File: src/rtl/inst_queue_if.sv
// inst_queue_if: fetch-side push and decode-side head/pop signals of the instruction queue
interface inst_queue_if #(
    parameter int INST_WIDTH = 32,
    parameter int ADDR_WIDTH = 32
);
    logic                  rdy_inst_if_in;
    logic [INST_WIDTH-1:0] inst_if_in;
    logic [ADDR_WIDTH-1:0] pc_if_in;
    logic                  iq_full_if_out;
    logic                  rdy_inst_dec_out;
    logic [INST_WIDTH-1:0] inst_dec_out;
    logic [ADDR_WIDTH-1:0] pc_dec_out;
    logic                  taken_dec_in;
    modport master (
        output rdy_inst_if_in, inst_if_in, pc_if_in, taken_dec_in,
        input  iq_full_if_out, rdy_inst_dec_out, inst_dec_out, pc_dec_out
    );
    modport slave (
        input  rdy_inst_if_in, inst_if_in, pc_if_in, taken_dec_in,
        output iq_full_if_out, rdy_inst_dec_out, inst_dec_out, pc_dec_out
    );
endinterface

File: src/rtl/inst_queue.sv
// inst_queue: circular FWFT instruction/PC FIFO between fetch and decode with early-full, flush and sticky overflow
module inst_queue #(
    parameter int DEPTH      = 16,
    parameter int SLACK      = 2,
    parameter int INST_WIDTH = 32,
    parameter int ADDR_WIDTH = 32
) (
    input  logic         clk_in,
    input  logic         rst_in,
    input  logic         rdy_in,
    input  logic         refresh_rob_cdb_in,
    inst_queue_if.slave  q,
    output logic         overflow_out
);
    localparam int AW = $clog2(DEPTH);
    localparam logic [AW:0] L_FULL = (AW+1)'(DEPTH);
    localparam logic [AW:0] L_HIGH = (AW+1)'(DEPTH - SLACK);

    logic [INST_WIDTH-1:0] r_inst_q [DEPTH];
    logic [ADDR_WIDTH-1:0] r_pc_q   [DEPTH];
    logic [AW-1:0]         r_head;
    logic [AW-1:0]         r_tail;
    logic [AW:0]           r_count;
    logic                  r_overflow;
    logic                  w_push;
    logic                  w_pop;

    assign w_push = q.rdy_inst_if_in && (r_count != L_FULL);
    assign w_pop  = q.taken_dec_in && (r_count != '0);

    always_ff @(posedge clk_in) begin
        if (!rst_in) begin
            r_head     <= '0;
            r_tail     <= '0;
            r_count    <= '0;
            r_overflow <= 1'b0;
            for (int i = 0; i < DEPTH; i++) begin
                r_inst_q[i] <= '0;
                r_pc_q[i]   <= '0;
            end
        end else if (rdy_in) begin
            if (refresh_rob_cdb_in) begin
                r_head  <= '0;
                r_tail  <= '0;
                r_count <= '0;
            end else begin
                if (w_push) begin
                    r_inst_q[r_tail] <= q.inst_if_in;
                    r_pc_q[r_tail]   <= q.pc_if_in;
                    r_tail           <= r_tail + 1'b1;
                end
                if (w_pop)
                    r_head <= r_head + 1'b1;
                if (w_push && !w_pop)
                    r_count <= r_count + 1'b1;
                else if (!w_push && w_pop)
                    r_count <= r_count - 1'b1;
                // a push the full queue cannot take is lost; flag it until reset
                if (q.rdy_inst_if_in && r_count == L_FULL)
                    r_overflow <= 1'b1;
            end
        end
    end

    assign q.rdy_inst_dec_out = (r_count != '0);
    assign q.inst_dec_out     = r_inst_q[r_head];
    assign q.pc_dec_out       = r_pc_q[r_head];
    assign q.iq_full_if_out   = (r_count >= L_HIGH);
    assign overflow_out       = r_overflow;
endmodule

File: src/flat_wrapper.sv
// flat-port wrapper written by rule: the top's interface ports become plain ports
module inst_queue_flat 
#(
    parameter int DEPTH      = 16,
    parameter int SLACK      = 2,
    parameter int INST_WIDTH = 32,
    parameter int ADDR_WIDTH = 32
)
  (clk_in, rst_in, rdy_in, refresh_rob_cdb_in, overflow_out, q_rdy_inst_if_in, q_inst_if_in, q_pc_if_in, q_taken_dec_in, q_iq_full_if_out, q_rdy_inst_dec_out, q_inst_dec_out, q_pc_dec_out);
  inst_queue_if #(.INST_WIDTH(INST_WIDTH), .ADDR_WIDTH(ADDR_WIDTH)) q_i ();
  input  logic clk_in;
  input  logic rst_in;
  input  logic rdy_in;
  input  logic refresh_rob_cdb_in;
  output logic overflow_out;
  input wire logic [$bits(q_i.rdy_inst_if_in)-1:0] q_rdy_inst_if_in;
  input wire logic [$bits(q_i.inst_if_in)-1:0] q_inst_if_in;
  input wire logic [$bits(q_i.pc_if_in)-1:0] q_pc_if_in;
  input wire logic [$bits(q_i.taken_dec_in)-1:0] q_taken_dec_in;
  output wire logic [$bits(q_i.iq_full_if_out)-1:0] q_iq_full_if_out;
  output wire logic [$bits(q_i.rdy_inst_dec_out)-1:0] q_rdy_inst_dec_out;
  output wire logic [$bits(q_i.inst_dec_out)-1:0] q_inst_dec_out;
  output wire logic [$bits(q_i.pc_dec_out)-1:0] q_pc_dec_out;
  assign q_i.rdy_inst_if_in = q_rdy_inst_if_in;
  assign q_i.inst_if_in = q_inst_if_in;
  assign q_i.pc_if_in = q_pc_if_in;
  assign q_i.taken_dec_in = q_taken_dec_in;
  assign q_iq_full_if_out = q_i.iq_full_if_out;
  assign q_rdy_inst_dec_out = q_i.rdy_inst_dec_out;
  assign q_inst_dec_out = q_i.inst_dec_out;
  assign q_pc_dec_out = q_i.pc_dec_out;
  inst_queue #(.DEPTH(DEPTH), .SLACK(SLACK), .INST_WIDTH(INST_WIDTH), .ADDR_WIDTH(ADDR_WIDTH)) u_core (.clk_in(clk_in), .rst_in(rst_in), .rdy_in(rdy_in), .refresh_rob_cdb_in(refresh_rob_cdb_in), .q(q_i), .overflow_out(overflow_out));
endmodule
File: config.mk
export PLATFORM = sky130hd
export DESIGN_NAME = inst_queue_flat
export DESIGN_NICKNAME = d
export VERILOG_FILES = /design/src/rtl/inst_queue_if.sv /design/src/rtl/inst_queue.sv /design/src/flat_wrapper.sv
export SDC_FILE = /design/constraint.sdc
export NUM_CORES = 1
export LEC_CHECK = 0
export ABC_CLOCK_PERIOD_IN_PS = 7100
export CORE_UTILIZATION = 56
export CTS_CLUSTER_SIZE = 8
export DETAILED_ROUTE_END_ITERATION = 8
export PLACE_DENSITY_LB_ADDON = 0.12
export SYNTH_ARGS = -nofsm -noshare
export SYNTH_HDL_FRONTEND = slang
export SYNTH_SLANG_ARGS = --single-unit
File: constraint.sdc
create_clock -name clk_in -period 7.1 [get_ports clk_in]
set_input_delay 1.42 -clock clk_in [delete_from_list [all_inputs] [get_ports clk_in]]
set_output_delay 1.42 -clock clk_in [all_outputs]
set_load 0.03 [all_outputs]
==> summary.md <==
| Metric | Value |
|---|---|
| Switching share of power | `0.211` |
| Global-route usage over all layers | `0.280` |
| Effective utilization at floorplan | `0.567` |
| Maximum single-stage delay on the critical path | `1.01 ns` |
| Final setup violation count | `0` |
| Library cell contributing the largest single delay on the critical path | `sky130_fd_sc_hd__dfxtp_4` |
| Final instance area | `between 50000 and 60000 um2` |
| Power per cell area | `~260 nW/um2` |
| Dominant cell type by area after synthesis | `sky130_fd_sc_hd__edfxtp_1` |
| FF-to-FF setup slack | `3.75 ns` |
| Internal power contribution | `11.0 mW` |
| Layout cells sized above 1 | `0.200` |
| Most frequent cells after synthesis | `1024 x sky130_fd_sc_hd__and2_1, 1024 x sky130_fd_sc_hd__edfxtp_1, 320 x sky130_fd_sc_hd__mux4_2, 198 x sky130_fd_sc_hd__clkbuf_1, 37 x sky130_fd_sc_hd__buf_2` |
| Critical path type | `reg2out` |
| Number of instances in the placed design | `3780` |
| Insertion delay of the later-clocked pin in the worst-skew pair | `0.72 ns` |
| Final slew viol count | `0` |
| DRC violation total after the first TritonRoute iteration | `around 2400` |
| Fraction of the mapped netlist area in compound gates | `0.00893` |
| Core ar. | `just over 80000 um2` |
| Post-route DRC | `0` |
| Netlist Area Pre-Place | `roughly 47000 um2` |
| Post-detailed-route count of antenna-violating nets | `0` |
| Clock-pin slew reported for the worst setup and hold paths after clock tree synthesis | `0.05 ns` |
| Final standard cell utilization of the core | `0.647` |
| Ordered cell list for the critical path | `buf_12 -> mux4_2 -> mux4_2 -> clkdlybuf4s50_1` |
| Net Switching | `~3 mW` |
| Post-layout nets | `2940` |
| Portion of synthesized cell area occupied by the leading cell type | `0.659` |
| Time the final worst path needs with I/O delays and setup | `5.26 ns` |
| Gate Count Post-Synth | `2770` |
| YS warnings | `0` |
| Max-cap violations | `0` |
| XOR/XNOR Fraction of Synth Area | `0.000375` |
| Total clock buffers created by CTS | `148` |
| Synthesized area divided by synthesized cell count | `around 17 um2` |
| Unrepaired setup endpoints after global routing | `no` |
| Distinct cell type count after synthesis | `between 40 and 50` |
| H-tree lvl count | `4` |
| Number of clock sinks seen by CTS | `1042` |
| Remaining Overflow, GRT | `0` |
| Most used flip-flop cell after synthesis | `sky130_fd_sc_hd__edfxtp_1` |
| DIE WIDTH | `about 290 um` |
| Maximum clock frequency | `~190 MHz` |
| Number of setup buffers added after CTS | `0` |
| Fin crit share | `0.741` |
| Height of the die | `~290 um` |
| Dominant combinational cell family by area after synthesis | `multiplexers` |
| Final routed wirelength across all metal layers | `115000 um` |
| Last weighted congestion value of the routability-driven placer | `0.784` |
| Cell chosen for the clock root | `sky130_fd_sc_hd__clkbuf_16` |
| Largest vdd supply drop | `about 0.23 mV` |
| Total Power | `approximately 14 mW` |
| Placed standard-cell area | `around 50000 um2` |
| Post-synthesis sequential element count | `between 1000 and 1500` |
| Initial antenna violation count | `7` |
| Required @ worst endpoint | `around 5.7 ns` |
| Worst path most repeated cell | `sky130_fd_sc_hd__mux4_2` |
| Startpoint Class | `flop` |
| First drt pass iteration count | `5` |
| Type of element capturing the critical path | `output port` |
| Crit path buf inv count | `2` |
| Routed length per placed instance | `29.2 um` |
| Run status | `finished, final reports clean` |
| Top area cells in the synthesized netlist | `sky130_fd_sc_hd__edfxtp_1 66%, sky130_fd_sc_hd__mux4_2 15%, sky130_fd_sc_hd__and2_1 14%` |
| Maximum number of pins on one net before global-route repair | `65` |
| Leakage component of the power | `approximately 19 nW` |
| Comb pwr share | `0.050` |
| Actual slew at the worst max-slew pin | `1.42 ns` |
| Number of fillers in the final layout | `roughly 5600` |
| CTS resizes | `0` |
| Synth Area in Adders | `0.00284` |
| DP HPWL | `61700 um` |
| Share of synthesized flip-flops with an asynchronous set or reset | `0` |
| Routed via count divided by cell count | `between 6 and 7` |
| Die area | `around 84000 um2` |
| Area Growth Syn to Fin | `14.0%` |
| Slew Limit Headroom | `0.0493` |
| Multiplexer share of the synthesized area | `0.155` |
| Worst hold path class | `reg2reg` |
| Area share of and/or/nand/nor cells after synthesis | `0.145` |
| Number of flops mapped to enable cells by yosys | `1024` |
| Total of hold buffers inserted after clock tree synthesis | `0` |
| Total via count in the routed design | `roughly 25000` |
| Category of cells accounting for the largest share of critical-path delay | `buffers and inverters` |
| TritonCTS clock tree | `done` |
| Critical path fanouts, max | `a little over 60` |
| Number of buffers between clock root and the deepest sink | `3` |
| Final hold violation count | `0` |
| Arr. time, crit path | `between 3 and 4 ns` |
| Total of buffers placed on input and output ports | `between 100 and 150` |
| Number of placement rows | `approximately 110` |
| Fraction of power consumed by the clock network | `0.447` |
| Synth Net Count | `around 2900` |
| Number of ports placed on the die boundary | `137` |
| First-pass GRT wire length | `172000 um` |
| Sequential cell area fraction in the yosys report | `0.667` |
| Relative contribution of sequential cells to total power | `0.504` |
| Number of global-route vias before repair | `26134` |
| Worst clock skew | `roughly 0.023 ns` |
| Filler-free cell count of the finished design | `a little under 4000` |
## metrics by stage
| step | worst slack (ns) | TNS (ns) | hold slack, ns |
|---|---|---|---|
| after global placement | 2.06 | 0 | 0.490 |
| final | 1.84 | 0 | 0.517 |
| after global routing | 1.68 | 0 | 0.541 |
| after detailed placement | 2.03 | 0 | 0.492 |
| after CTS | 1.74 | 0 | 0.514 |
| after floorplan | -0.0645 | -20.71 | 0.476 |
## flip-flops by register name, summed over array words and instances (netlist names), named ones only
register and count:
u_core.r_inst_q 512, u_core.r_pc_q 512, u_core.r_count 5, u_core.r_head 4
u_core.r_tail 4, u_core.overflow_out 1
## tightest hold or removal path: stages (launching register included)
cell,delay (ns)
sky130_fd_sc_hd__dfxtp_1,0.32
sky130_fd_sc_hd__a41oi_1,0.05
sky130_fd_sc_hd__nor2b_1,0.10
## per-layer routing
metal,share of wire,wire (um),vias to the layer above,global-route usage
met3,0.082,9450,154,0.0501
met4,0.017,1930,2,0.0697
met1,0.40,46700,13109,0.395
met5,0.000078,9,-,0
li1,-,-,10488,-
met2,0.50,57400,1195,0.458
## power by group through the flow
| stage | registers (mW) | logic (mW) | clock network [mW] |
|---|---|---|---|
| floorplan | 7.14 | 0.391 | 0 |
| global placement | 7.12 | 0.687 | 0 |
| detailed placement | 7.14 | 0.695 | 0 |
| CTS | 7.02 | 0.698 | 6.30 |
| global route | 7.03 | 0.728 | 6.55 |
| finish | 7.02 | 0.691 | 6.23 |
## logic make-up after synthesis
family / Yosys count
adder cells (fa/ha/maj): 10
XOR/XNOR: 2
AO/OA/AOI/OAI: 53
multiplexers: 321
flip-flops: 1042
buffers and inverters: 253
AND/OR/NAND/NOR: 1089
## worst paths after layout
path / from / end / depth (start not counted)
min: u_core.overflow_out$_SDFFE_PN0P_ / u_core.overflow_out$_SDFFE_PN0P_ / 2
max reg2reg: u_core.r_count[4]$_SDFFE_PN0P_ / u_core.r_inst_q[2][2]$_SDFFCE_PN0P_ / 5
max: flop / q_inst_dec_out[16] / 4
min reg2reg: u_core.overflow_out$_SDFFE_PN0P_ / u_core.overflow_out$_SDFFE_PN0P_ / 2
## cell type report
type,instances,area (um2),share of cell area
flip-flops and latches,1042,31100,0.585
repair buffers,187,1900,0.0357
inverters,6,22.5,0.000423
multi-input cells,1475,14800,0.279
diodes,1,2.50,0.0000470
clock inverters,11,133,0.00249
well taps,1070,1340,0.0252
clock buffers,167,3860,0.0726
## cells in the final DEF (no fill, tap or decap), types with 2 or more instances in the layout
cell type                         count
sky130_fd_sc_hd__o2111ai_4            3
sky130_fd_sc_hd__buf_4               38
sky130_fd_sc_hd__nand2b_1             3
sky130_fd_sc_hd__nand2_1             15
sky130_fd_sc_hd__o21a_1               3
sky130_fd_sc_hd__xnor2_1              2
sky130_fd_sc_hd__a211o_1              3
sky130_fd_sc_hd__a31oi_1              2
sky130_fd_sc_hd__and2_1            1024
sky130_fd_sc_hd__clkdlybuf4s50_1    135
sky130_fd_sc_hd__o211ai_1             3
sky130_fd_sc_hd__and3_1               3
sky130_fd_sc_hd__clkbuf_1            15
sky130_fd_sc_hd__clkinv_8             5
sky130_fd_sc_hd__dfxtp_1             14
sky130_fd_sc_hd__o22ai_1              6
sky130_fd_sc_hd__nor3_2               4
sky130_fd_sc_hd__inv_6                5
sky130_fd_sc_hd__nor2_4              12
sky130_fd_sc_hd__a21oi_1              4
sky130_fd_sc_hd__o21ai_4             12
sky130_fd_sc_hd__edfxtp_1          1024
sky130_fd_sc_hd__a32o_1               2
sky130_fd_sc_hd__nand3_1              4
sky130_fd_sc_hd__nor2b_1              3
sky130_fd_sc_hd__mux4_2             320
sky130_fd_sc_hd__ha_1                 9
sky130_fd_sc_hd__clkbuf_16          152
sky130_fd_sc_hd__nand2b_4             4
sky130_fd_sc_hd__a2111oi_0            3
sky130_fd_sc_hd__a211oi_1             2
sky130_fd_sc_hd__nand4_1              2
sky130_fd_sc_hd__inv_1                5
sky130_fd_sc_hd__o21ai_0              5
sky130_fd_sc_hd__nand3b_1             6
sky130_fd_sc_hd__dfxtp_4              4
sky130_fd_sc_hd__and4b_1              2
sky130_fd_sc_hd__buf_12              13
Power figures use the tool's default switching activity.
